$ cat config.mk
export PLATFORM = sky130hd
export DESIGN_NAME = wb_merge_queue_2w
export DESIGN_NICKNAME = d
export VERILOG_FILES = /design/src/rtl/wb_merge_queue_2w_pkg.sv /design/src/rtl/wb_merge_queue_fwd_match.sv /design/src/rtl/wb_merge_queue_2w.sv
export SDC_FILE = /design/constraint.sdc
export NUM_CORES = 1
export LEC_CHECK = 0
export CAP_MARGIN = 20
export CORE_MARGIN = 8
export CORE_UTILIZATION = 37
export DETAILED_ROUTE_END_ITERATION = 10
export PLACE_DENSITY = 0.62
export SLEW_MARGIN = 40
export SYNTH_ARGS = -nofsm -noshare
export SYNTH_HDL_FRONTEND = slang
export SYNTH_SLANG_ARGS = --single-unit
$ cat constraint.sdc
create_clock -name clk -period 2.5 [get_ports clk]
set_input_delay 0.375 -clock clk [delete_from_list [all_inputs] [get_ports clk]]
set_output_delay 0.375 -clock clk [all_outputs]
set_load 0.05 [all_outputs]
$ cat src/rtl/wb_merge_queue_2w_pkg.sv
// Shared constants, helpers and entry type for the writeback merge queue and RAM wrappers.
package wb_merge_queue_2w_pkg;

  localparam int unsigned WbAddrWidth = 5;
  localparam int unsigned WbDataWidth = 32;

  // Ceiling log2, usable in parameter expressions.
  function automatic int unsigned log2_ceil(input int unsigned value);
    int unsigned result;
    result = 0;
    for (int i = 0; i < 32; i++) begin
      if ((64'(1) << i) < 64'(value)) begin
        result = i + 1;
      end
    end
    return result;
  endfunction

  typedef struct packed {
    logic [WbAddrWidth-1:0] addr;
    logic [WbDataWidth-1:0] data;
  } wb_entry_t;

endpackage

$ cat src/rtl/wb_merge_queue_fwd_match.sv
// Youngest-match lookup over the queued entries, scanned from head (oldest) to tail-1 (youngest).
module wb_merge_queue_fwd_match
  import wb_merge_queue_2w_pkg::*;
#(
  parameter int unsigned ADDR_WIDTH = WbAddrWidth,
  parameter int unsigned DATA_WIDTH = WbDataWidth,
  parameter int unsigned DEPTH      = 4,
  parameter int unsigned PTR_WIDTH  = log2_ceil(DEPTH)
) (
  input  logic [DEPTH-1:0][ADDR_WIDTH-1:0] entry_addr,
  input  logic [DEPTH-1:0][DATA_WIDTH-1:0] entry_data,
  input  logic [PTR_WIDTH-1:0]             head,
  input  logic [PTR_WIDTH:0]               count,
  input  logic [ADDR_WIDTH-1:0]            q_addr,
  output logic                             q_hit,
  output logic [DATA_WIDTH-1:0]            q_data
);

  logic [PTR_WIDTH-1:0] idx;

  // Later (younger) matches overwrite earlier ones, giving youngest-wins priority.
  always_comb begin
    q_hit  = 1'b0;
    q_data = '0;
    idx    = '0;
    for (int i = 0; i < DEPTH; i++) begin
      idx = head + PTR_WIDTH'(i);
      if (((PTR_WIDTH + 1)'(i) < count) && (entry_addr[idx] == q_addr)) begin
        q_hit  = 1'b1;
        q_data = entry_data[idx];
      end
    end
  end

endmodule

$ cat src/rtl/wb_merge_queue_2w.sv
// Two-in/two-out in-order writeback queue feeding a 2W1R register-file RAM.
// Optional forwarding lookup port enabled by WB_MERGE_QUEUE_FWD_EN.
module wb_merge_queue_2w
  import wb_merge_queue_2w_pkg::*;
#(
  parameter int unsigned ADDR_WIDTH = WbAddrWidth,
  parameter int unsigned DATA_WIDTH = WbDataWidth,
  parameter int unsigned DEPTH      = 4
) (
  input  logic                  clk,
  input  logic                  rst,
  input  logic                  in_valid0,
  input  logic [ADDR_WIDTH-1:0] in_addr0,
  input  logic [DATA_WIDTH-1:0] in_data0,
  input  logic                  in_valid1,
  input  logic [ADDR_WIDTH-1:0] in_addr1,
  input  logic [DATA_WIDTH-1:0] in_data1,
  output logic                  in_ready,
  input  logic                  drain_hold,
  output logic                  we1,
  output logic [ADDR_WIDTH-1:0] waddr1,
  output logic [DATA_WIDTH-1:0] wdata1,
  output logic                  we2,
  output logic [ADDR_WIDTH-1:0] waddr2,
  output logic [DATA_WIDTH-1:0] wdata2,
  output logic                  pending
`ifdef WB_MERGE_QUEUE_FWD_EN
  ,
  input  logic [ADDR_WIDTH-1:0] q_addr,
  output logic                  q_hit,
  output logic [DATA_WIDTH-1:0] q_data
`endif
);

  localparam int unsigned PtrW = log2_ceil(DEPTH);
  localparam int unsigned CntW = PtrW + 1;
  localparam logic [CntW-1:0] ReadyMax = CntW'(DEPTH - 2);

  logic [DEPTH-1:0][ADDR_WIDTH-1:0] addr_q;
  logic [DEPTH-1:0][DATA_WIDTH-1:0] data_q;
  logic [PtrW-1:0] head_q, head_d, tail_q, tail_d, head_p1, tail_p1, slot1_ptr;
  logic [CntW-1:0] count_q, count_d, n_enq, n_deq;
  logic            en0, en1;

  // Conservative: a same-cycle dequeue is not credited.
  assign in_ready = (count_q <= ReadyMax);
  assign pending  = (count_q != '0);

  assign head_p1 = head_q + PtrW'(1);
  assign tail_p1 = tail_q + PtrW'(1);

  assign en0       = in_ready & in_valid0;
  assign en1       = in_ready & in_valid1;
  assign slot1_ptr = en0 ? tail_p1 : tail_q;

  assign we1    = (count_q >= CntW'(1)) & ~drain_hold;
  assign we2    = (count_q >= CntW'(2)) & ~drain_hold;
  assign waddr1 = addr_q[head_q];
  assign wdata1 = data_q[head_q];
  assign waddr2 = addr_q[head_p1];
  assign wdata2 = data_q[head_p1];

  always_comb begin
    n_enq   = CntW'(en0) + CntW'(en1);
    n_deq   = CntW'(we1) + CntW'(we2);
    head_d  = head_q + PtrW'(n_deq);
    tail_d  = tail_q + PtrW'(n_enq);
    count_d = count_q + n_enq - n_deq;
  end

  always_ff @(posedge clk) begin
    if (rst) begin
      head_q  <= '0;
      tail_q  <= '0;
      count_q <= '0;
    end else begin
      head_q  <= head_d;
      tail_q  <= tail_d;
      count_q <= count_d;
    end
  end

  // Entry storage needs no reset; validity is tracked by head/count alone.
  always_ff @(posedge clk) begin
    if (en0) begin
      addr_q[tail_q] <= in_addr0;
      data_q[tail_q] <= in_data0;
    end
    if (en1) begin
      addr_q[slot1_ptr] <= in_addr1;
      data_q[slot1_ptr] <= in_data1;
    end
  end

`ifdef WB_MERGE_QUEUE_FWD_EN
  wb_merge_queue_fwd_match #(
    .ADDR_WIDTH (ADDR_WIDTH),
    .DATA_WIDTH (DATA_WIDTH),
    .DEPTH      (DEPTH),
    .PTR_WIDTH  (PtrW)
  ) u_fwd_match (
    .entry_addr (addr_q),
    .entry_data (data_q),
    .head       (head_q),
    .count      (count_q),
    .q_addr     (q_addr),
    .q_hit      (q_hit),
    .q_data     (q_data)
  );
`endif

endmodule
==> results of run 1 <==
tightest hold or removal path: stages, from the launching register on:
cell and delay (ps):
dfxtp_4 380, xnor2_1 80, nor2_1 70
kinds of logic (layout without fill, tap and decap cells):
| group | Yosys count | in the layout | share of synthesized area, % |
|---|---|---|---|
| buffers and inverters | 50 | 225 | 4.03 |
| xor gates and xnor gates | 9 | 9 | 0.816 |
| AOI/OAI and AO/OA | 5 | 5 | 0.673 |
| DFF | 155 | 155 | 32.1 |
| adders and majority gates | 10 | 10 | 1.45 |
| and+or+nand+nor | 25 | 25 | 2.16 |
| muxes | 370 | 370 | 58.7 |
cell usage in the layout, fill, tap and decap left out, drive strengths merged, types with 2 or more instances in the layout:
cell type / netlist / layout
a21o: 2 / 2
clkbuf: 8 / 19
xnor2: 6 / 6
fa: 2 / 2
inv: 7 / 15
nor2: 8 / 8
mux2: 296 / 296
buf: 35 / 105
clkdlybuf4s50: 0 / 80
dfxtp: 155 / 155
clkinvlp: 0 / 2
nor2b: 4 / 4
clkinv: 0 / 3
and3: 2 / 2
ha: 8 / 8
nand3: 7 / 7
mux4: 74 / 74
xor2: 3 / 3
o21ai: 2 / 2
final cells by class:
cell class | instances | area [um2] | share of cell area, %
Inverter | 7 | 26.3 | 0.215
Timing Repair Buffer | 186 | 1880 | 15.4
Tap cell | 335 | 419 | 3.43
Multi-Input combinational cell | 419 | 6210 | 50.8
Clock inverter | 13 | 124 | 1.01
Sequential cell | 155 | 3120 | 25.5
Clock buffer | 19 | 453 | 3.70
through the flow:
| stage | std cells | hold slack (ps) | area (um2) | TNS [ps] |
|---|---|---|---|---|
| after floorplan | 624 | 434 | 9690 | -5.78 |
| after global placement | 1102 | 523 | 11600 | -74.3 |
| after detailed placement | 1102 | 557 | 11600 | -131 |
| after CTS | 1134 | 573 | 12200 | 0 |
| after global routing | 1134 | 593 | 12200 | -99.8 |
| final | 1134 | 561 | 12200 | 0 |
worst max-delay path by stage:
stage	startpoint	endpoint	slack, ps	depth (start not counted)
2_1_floorplan	count_q[1]	count_q[2]	-6	10
3_3_place_gp	drain_hold	count_q[2]	-70	10
3_5_place_dp	drain_hold	count_q[2]	-130	10
4_1_cts	head_q[0]	wdata1[12]	9	3
5_1_grt	head_q[0]	wdata2[10]	-20	3
6_report	head_q[1]	wdata2[31]	70	2
routing by layer:
metal	vias up	global-route usage, %	share of wire [%]
met5	-	0	0.051
met4	2	5.11	1.6
met3	31	3.62	4.4
met2	140	27.6	51
met1	3115	20.5	43
li1	2741	-	-
flip-flops by register name, summed over array words and instances, names as in the netlist:
register / count
addr_q: 20
count_q: 3
data_q: 128
head_q: 2
tail_q: 2
repair_timing:
action	in CTS	in global routing
setup buffers	0	0
hold endpoints to repair	0	0
endpoints found under the setup margin	2	18
pin swaps	0	3
gates cloned	0	0
gates resized for setup	2	13
==> results.env, run 1 <==
STATUS='complete, no violations'
POST_DRT_WL_PER_CELL_UM=22.5
FINALCLOCKSKEW_PS=11.0
SYN_NETS=713
CRIT_BUF_INV=1
WORST_SETUP_PATH_END_KIND='output pin'
HOLDCRITSTARTPOINT='count_q[2]'
DRIVE_GT1_SHARE_PCT=63.0
DETAIL_ROUTE.DRC_VIOLATIONS=0
CLOCK-ROOT-BUFFER='clkbuf_16'
CLK_PIN_SLEW_WORST_PATHS_PS=70
CLOCK_SINK_COUNT=155
DIE_AREA_UM2=31500
DIE_Y_UM=178
SYNTH.AVG_CELL_AREA_UM2=15.5
TIMING.CRITICAL_PATH.CELLS='mux4_2 > clkdlybuf4s50_1'
MAXSLEWHEADROOM_PCT=66.6
INITIALDRTVIOLATIONCOUNT=216
CLOCK_TREE.BUFFER_DEPTH=2
SHARE_OF_THE_CLOCK_PERIOD_USED_BY_THE_WORST_PATH_PCT=97.3
HOLD_VIOL=0
SYNTH_MOST_COMMON_CELL='mux2_4'
CTS.HTREE.LEVELS=4
ACHIEVABLE-FREQUENCY_MHz=411
WORST_HOLD_PATH_TYPE='reg2reg'
COREAREA_UM2=25800
CRITICAL_PATH.STARTPOINT_TYPE='flip-flop'
TRITONCTS.NUM_BUFFERS=17
DETAILEDPLACE.WORSTSLACK_PS=-131
SYN-INSTANCE-COUNT=624
CLK_LATENCY_PS=430
GRT_START_MAX_NET_PINS=75
EFFECTIVE_UTILIZATION_AT_FLOORPLAN_PCT=37.4
ANTENNA_VIOLATIONS_BEFORE_REPAIR=1
DRT_FIRST_PASS_ITERS=5
WORST_PIN_SLEW_PS=500
SLOWEST_DELAY_PS=730
CTS_TREE='done'
YS_SEQ_ELEMENTS=155
SYNTHTOPCELLSBYCOUNT='mux2_4 (180), dfxtp_1 (155), mux2_2 (86), mux4_2 (74), mux2_1 (30)'
NUM-NETS-FINAL=875
VIA_COUNT=6029
TIMING.CRITICAL_PATH.ARRIVAL_PS=2060
BUFFER_PORTS.INSERTED=156
R2R.WORST_PATH.CELLS=10
IOS=157
MAX_CAPACITANCE_VIOLATION_COUNT=0
ANTENNA-DIODE-COUNT=0
GLOBALROUTEOVERFLOWTOTAL=0
GRT_FIRST_PASS_WIRELENGTH_UM=39800
ASYNC_RESET_FF_SHARE_PCT=0
WL_UM=25500
MIN_TO='count_q[2]'
FINALMAXSLEWVIOLATIONS=0
WORST_HOLD_PATH.NUM_CELLS=2
CRITICAL_PATH.SLOWEST_CELL='clkdlybuf4s50_1'
LAYOUT-AREA-OVERHEAD-VS-SYNTH_PCT=26.6
NUMBER_OF_ENDPOINTS_FAILING_SETUP_AT_THE_FINAL_STAGE=0
TIMING.RR.END='count_q[2]'
GLOBALPLACE.CONGESTION=0.788
SYNTH_TOP_AREA_SHARE_PCT=32.1
SETUP.WORST_PATH.CLASS='reg2out'
SYNTH_SEQUENTIAL_AREA_RATIO_PCT=32.1
TIMING.FINAL.CRIT_PERIOD_PS=2430
VIA_PER_INSTANCE_RATIO=5.32
EDFF_COUNT_SYNTH=0
DRTANTENNAVIOLNETS=0
REGTOREGSTARTPOINT='count_q[2]'
RRSETUPSLACK_PS=110
POST-ROUTE-UTIL_PCT=47.3
CRITICAL_PATH_PEAK_FANOUT=2
COUNT_OF_UNIQUE_LIBRARY_CELLS_INSTANTIATED_BY_YOSYS=31
GLOBAL_ROUTE.USAGE.TOTAL_PCT=16.4
SYNTH_AREA_UM2=9660
FP-ROW-COUNT=59
N_FILL_CELL=2272
FIN_WS_PS=66.9
YOSYS_WARNINGS=0
YOSYSTOPAREACELL='dfxtp_1'
SYNTH_FF_TYPE='dfxtp_1'
FIRST_GLOBAL_VIAS=6734
CRITICAL_PATH.TOP_DELAY_FAMILY='buffers and inverters'
PLACE.DETAILED.HPWL_UM=17600
CTS_HOLD_BUF=0
CRITPATHREQUIREDTIME_PS=2120
RSZ0062_AT_GRT='yes'
SYNTH_TOP_CELLS_BY_AREA='dfxtp_1 (32%), mux2_4 (28%), mux4_2 (17%), mux2_2 (10%), mux2_1 (3.5%)'
DIE_WIDTH_UM=178
Power of run 1 is not shown: default switching activity piles up to over one toggle a cycle in this logic, so the estimate is an artifact.
==> inputs of run 2 (changes only) <==
CORE_MARGIN = default   (was 8)
==> run 2 against run 1 <==
- maximum frequency is 1.8% higher
- first-iteration DRC count grew 15%
- flip-flop and latch count stayed put
- register-to-register slack improved by 20 ps
- utilization increased by 0.70 points
- clock skew is 3.3 ps higher
- routed wire length down 4.4%
- critical endpoint is now wdata2[4]
- largest cell class unchanged
- highest routed layer is now met4
==> results.env, run 2 (synthesis gave the netlist of run 1 again) <==
COREAREA_UM2=25400
LARGEST_REGISTER='data_q'
WORST_HOLD_PATH.NUM_CELLS=2
NUMBER_OF_ENDPOINTS_FAILING_SETUP_AT_THE_FINAL_STAGE=0
ANTENNA-DIODE-COUNT=0
TOP_REGS='data_q (128), addr_q (20), count_q (3)'
NUM-NETS-FINAL=876
DIE_Y_UM=164
FINALCLOCKSKEW_PS=14.2
LARGEST_REGISTER_FF_COUNT=128
DRIVE_GT1_SHARE_PCT=63.1
GRT_FIRST_PASS_WIRELENGTH_UM=38400
FIRST_GLOBAL_VIAS=6679
CLOCK-ROOT-BUFFER='clkbuf_16'
N_FILL_CELL=2238
STATUS='complete, no violations'
VIA_COUNT=5972
WL_UM=24400
TIMING.CRITICAL_PATH.ARRIVAL_PS=2010
DRTANTENNAVIOLNETS=0
DETAILEDPLACE.WORSTSLACK_PS=-166
DIE_WIDTH_UM=164
REGAREA_UM2=3110
EFFECTIVE_UTILIZATION_AT_FLOORPLAN_PCT=38.0
FINALMAXSLEWVIOLATIONS=0
GLOBAL_ROUTE.USAGE.TOTAL_PCT=19.0
CLK_PIN_SLEW_WORST_PATHS_PS=60
POST_DRT_WL_PER_CELL_UM=21.6
WORST_SETUP_PATH_END_KIND='output pin'
MOSTFREQUENTLAYOUTCELL='mux2_4'
GLOBALPLACE.CONGESTION=0.782
GLOBALROUTEOVERFLOWTOTAL=0
CLOCK_TREE.BUFFER_DEPTH=2
LAYOUT-AREA-OVERHEAD-VS-SYNTH_PCT=26.3
ANTENNA_VIOLATIONS_BEFORE_REPAIR=0
SHARE_OF_THE_CLOCK_PERIOD_USED_BY_THE_WORST_PATH_PCT=95.6
DIE_AREA_UM2=26800
ACHIEVABLE-FREQUENCY_MHz=419
INITIALDRTVIOLATIONCOUNT=249
WORST_HOLD_PATH_TYPE='reg2reg'
CLOCK_SINK_COUNT=155
PLACE.DETAILED.HPWL_UM=16300
CTS_TREE='done'
CRITICAL_PATH_PEAK_FANOUT=30
CTS.HTREE.LEVELS=4
FP-ROW-COUNT=58
BUFFER_PORTS.INSERTED=156
CRITICAL_PATH.STARTPOINT_TYPE='flip-flop'
TIMING.FINAL.CRIT_PERIOD_PS=2390
HOLD_VIOL=0
IOS=157
CTS_HOLD_BUF=0
WORST_PIN_SLEW_PS=509
GRT_START_MAX_NET_PINS=41
DETAIL_ROUTE.DRC_VIOLATIONS=0
FINAL_CELL_MIX='mux2_4 (180), dfxtp_1 (150), buf_4 (88)'
CRITPATHREQUIREDTIME_PS=2120
MAX_CAPACITANCE_VIOLATION_COUNT=0
MAXSLEWHEADROOM_PCT=66.0
DRT_FIRST_PASS_ITERS=6
VIA_PER_INSTANCE_RATIO=5.28
TRITONCTS.NUM_BUFFERS=17
RRSETUPSLACK_PS=130
R2R.WORST_PATH.CELLS=10
SETUP.WORST_PATH.CLASS='reg2out'
RSZ0062_AT_GRT='no'
MULTI_INPUT_COMB_AREA_UM2=6220
FIN_WS_PS=111
CLK_LATENCY_PS=440
## run 2: worst paths after layout
check,startpoint,endpoint
worst max register to register,count_q[1],count_q[2]
worst min register to register,count_q[2],count_q[2]
worst min-delay path,count_q[2],count_q[2]
worst max-delay path,head_q[1],wdata2[4]
## run 2: critical path, stage by stage (launching register included)
cell and delay, ps:
dfxtp_4 680, buf_4 340, mux4_2 360, buf_4 210
## run 2: final cells by class
class,count,share of cell area (%)
Multi-Input combinational cell,419,50.9
Clock buffer,18,3.52
Clock inverter,14,1.33
Sequential cell,155,25.5
Timing Repair Buffer,187,15.1
Tap cell,330,3.38
Inverter,7,0.215
## run 2: layer usage
layer | part of all wire, % | GRT usage, %
met1 | 42 | 22.8
met2 | 53 | 33.6
met3 | 4.4 | 4.11
met4 | 1.4 | 5.47
met5 | 0 | 0
## run 2: timing repair
item,CTS,global route
resized for setup,1,3
pin swaps,0,3
endpoints found under the setup margin,1,1
setup buffers,0,0
endpoints found under the hold margin,0,0
## run 2: stage by stage
step                area, um2  hold slack [ps]  std cells  util, %  TNS [ps]
floorplan                9690              434        624        -     -5.78
global route            12200              602       1130     48.0         0
CTS                     12200              557       1130     48.0         0
finish                  12200              570       1130     48.0         0
global placement        11600              518       1098     45.6     -65.6
detailed placement      11600              543       1098     45.6      -166
Power of run 2 is left out for the same reason.
==> inputs of run 3 (changes only) <==
ABC_AREA = 1   (was default)
ABC_CLOCK_PERIOD_IN_PS = 2500   (was default)
CORE_MARGIN = 5   (was default)
==> run 3 against run 2 <==
- routed wire length up 40%
- final area rose by 6.8%
- first-iteration DRC count grew to 4.3 times the previous value
- setup slack got worse by 69 ps
- synthesized area is 0.18% lower
- global-route usage rose by 4.1 points
- maximum frequency down 2.8%
- critical endpoint is now waddr2[4]
- highest routed layer is now met5
==> results.env, run 3 <==
STATUS='complete, no violations'
DIE_WIDTH_UM=171
GLOBALPLACE.CONGESTION=0.810
CRITICAL_PATH_PEAK_FANOUT=19
MOSTFREQUENTLAYOUTCELL='nand2_1'
FIRST_GLOBAL_VIAS=10360
CRITICAL_PATH.STARTPOINT_TYPE='flip-flop'
EFFECTIVE_UTILIZATION_AT_FLOORPLAN_PCT=37.3
PLACE.DETAILED.HPWL_UM=21600
GRT_START_MAX_NET_PINS=79
LARGEST_REGISTER_FF_COUNT=128
SYNTH_AREA_UM2=9640
SYNTH_FF_TYPE='dfxtp_1'
WORST_HOLD_PATH_TYPE='reg2reg'
FINALCLOCKSKEW_PS=7.71
SYNTHTOPCELLSBYCOUNT='nand2_1 (530), o21ai_0 (182), inv_1 (166), dfxtp_1 (155), a21oi_1 (113)'
SYN_NETS=1637
GLOBAL_ROUTE.USAGE.TOTAL_PCT=23.0
SYNTH_FA_HA_AREA_SHARE_PCT=1.45
POST_SYNTH_AND_OR_NAND_NOR_AREA_FRACTION_PCT=31.2
SYN-INSTANCE-COUNT=1548
CTS.HTREE.LEVELS=4
DIE_AREA_UM2=29400
MAX_CAPACITANCE_VIOLATION_COUNT=0
YOSYSTOPAREACELL='dfxtp_1'
BUFFER_PORTS.INSERTED=156
NUM-NETS-FINAL=1734
SLOWEST_DELAY_PS=450
DETAILEDPLACE.WORSTSLACK_PS=-237
WORST_SETUP_PATH_END_KIND='output pin'
DRT_FIRST_PASS_ITERS=5
FINALMAXSLEWVIOLATIONS=0
DIE_Y_UM=171
CLK_LATENCY_PS=430
ANTENNA-DIODE-COUNT=0
POST_CTS_BUFFERS=0
CPMOSTUSEDCELL='buf_4'
TRITONCTS.NUM_BUFFERS=17
CLOCK-ROOT-BUFFER='clkbuf_16'
CLOCK_SINK_COUNT=155
GRT_FIRST_PASS_WIRELENGTH_UM=54900
VIA_PER_INSTANCE_RATIO=5.43
YOSYS_WARNINGS=0
FP-ROW-COUNT=59
LAYOUT-AREA-OVERHEAD-VS-SYNTH_PCT=35.2
INITIALDRTVIOLATIONCOUNT=1076
MAIN_COMBINATIONAL_CELL_FAMILY_BY_AREA_AFTER_SYNTHESIS='simple AND/OR/NAND/NOR gates'
SYNTH_TOP_CELLS_BY_AREA='dfxtp_1 (32%), nand2_1 (21%), o21ai_0 (9.4%), inv_1 (6.5%), a21oi_1 (5.9%)'
DRTANTENNAVIOLNETS=0
DETAIL_ROUTE.DRC_VIOLATIONS=0
RSZ0062_AT_GRT='no'
ASYNC_RESET_FF_SHARE_PCT=0
POST_DRT_WL_PER_CELL_UM=17.1
TOP_REGS='data_q (128), addr_q (20), count_q (3)'
HOLD_VIOL=0
POST-ROUTE-UTIL_PCT=50.5
LARGEST_REGISTER='data_q'
IOS=157
COUNT_OF_UNIQUE_LIBRARY_CELLS_INSTANTIATED_BY_YOSYS=29
WORST_PIN_SLEW_PS=659
MAXSLEWHEADROOM_PCT=56.1
SYNTH_SEQUENTIAL_AREA_RATIO_PCT=32.2
CTS_TREE='done'
CRITPATHREQUIREDTIME_PS=2120
VIA_COUNT=10826
POST_SYNTH_MUX_AREA_SHARE_PCT=0
GLOBALROUTEOVERFLOWTOTAL=0
WORST_HOLD_SLACK_PS=578
CLOCK_TREE.BUFFER_DEPTH=2
CLK_PIN_SLEW_WORST_PATHS_PS=60
YS_SEQ_ELEMENTS=155
SETUP.WORST_PATH.CLASS='reg2out'
ACHIEVABLE-FREQUENCY_MHz=407
SYNTH_TOP_AREA_SHARE_PCT=32.2
CRITICAL_PATH.SLOWEST_CELL='dfxtp_4'
SYNTH_XOR_AREA_SHARE_PCT=0.363
SYNTH_MOST_COMMON_CELL='nand2_1'
ANTENNA_VIOLATIONS_BEFORE_REPAIR=2
FIN_WS_PS=42.0
FINAL_CELL_MIX='nand2_1 (526), o21ai_0 (182), inv_1 (164)'
SYNTH.AVG_CELL_AREA_UM2=6.23
CTS_HOLD_BUF=0
DRIVE_GT1_SHARE_PCT=11.9
N_FILL_CELL=2564
SHARE_OF_THE_CLOCK_PERIOD_USED_BY_THE_WORST_PATH_PCT=98.3
FIN_SETUP_TNS_PS=0
SYNTH_COMPOUND_GATE_AREA_SHARE_PCT=21.3
COREAREA_UM2=25800
NUMBER_OF_ENDPOINTS_FAILING_SETUP_AT_THE_FINAL_STAGE=0
EDFF_COUNT_SYNTH=0
TIMING.FINAL.CRIT_PERIOD_PS=2460
WL_UM=34100
TIMING.CRITICAL_PATH.ARRIVAL_PS=2080
TIMING.CRITICAL_PATH.CELLS='buf_4 > nand2_2 > buf_4 > o221ai_1 > buf_12'
[run 3: cell families (layout without fill, tap and decap cells)]
kind of cell | count (synthesis) | after routing
fa+ha+maj | 10 | 10
xor+xnor | 4 | 4
flops | 155 | 155
simple gates | 709 | 709
buf+inv | 297 | 407
compound gates | 373 | 373
[run 3: per-stage QoR]
step / area (um2) / std cells
2_1_floorplan: 9690 / 1548
3_3_place_gp: 12300 / 1961
3_5_place_dp: 12300 / 1961
4_1_cts: 13000 / 1993
5_1_grt: 13000 / 1993
6_report: 13000 / 1993
[run 3: what timing repair did]
action | CTS | global route
setup endpoints to repair | 29 | 4
pin swaps | 0 | 1
resized for setup | 4 | 11
[run 3: routing by layer]
| metal | GRT usage (%) | vias to the layer above | wire length [um] |
|---|---|---|---|
| met4 | 5.58 | 4 | 554 |
| met1 | 31.0 | 5029 | 14900 |
| met5 | 0 | - | 27 |
| met2 | 38.2 | 440 | 15800 |
| met3 | 4.53 | 49 | 2770 |
| li1 | - | 5304 | - |
[run 3: final timing paths]
path,startpoint,slack [ps],to,cells past startpoint
max,head_q[0],40,waddr2[4],5
min,data_q[0],580,data_q[0],4
max reg2reg,count_q[1],200,count_q[2],13
min reg2reg,data_q[0],580,data_q[0],4
[run 3: cell type report]
class | instances | area (um2) | area share (%)
clock buffer | 23 | 509 | 3.91
clock inverter | 9 | 131 | 1.01
inverter | 169 | 649 | 4.98
multi-input combinational | 1096 | 5390 | 41.3
sequential | 155 | 3120 | 23.9
tap | 335 | 419 | 3.21
timing repair buffer | 206 | 2830 | 21.7
[run 3: critical path, delay by kind of cell, from the launching register on]
kind	cells	cell delay [ps]
AO/OA/AOI/OAI	1	440
buffers and inverters	3	680
flip-flops	1	450
AND/OR/NAND/NOR	1	70
Power of run 3 is left out for the same reason.
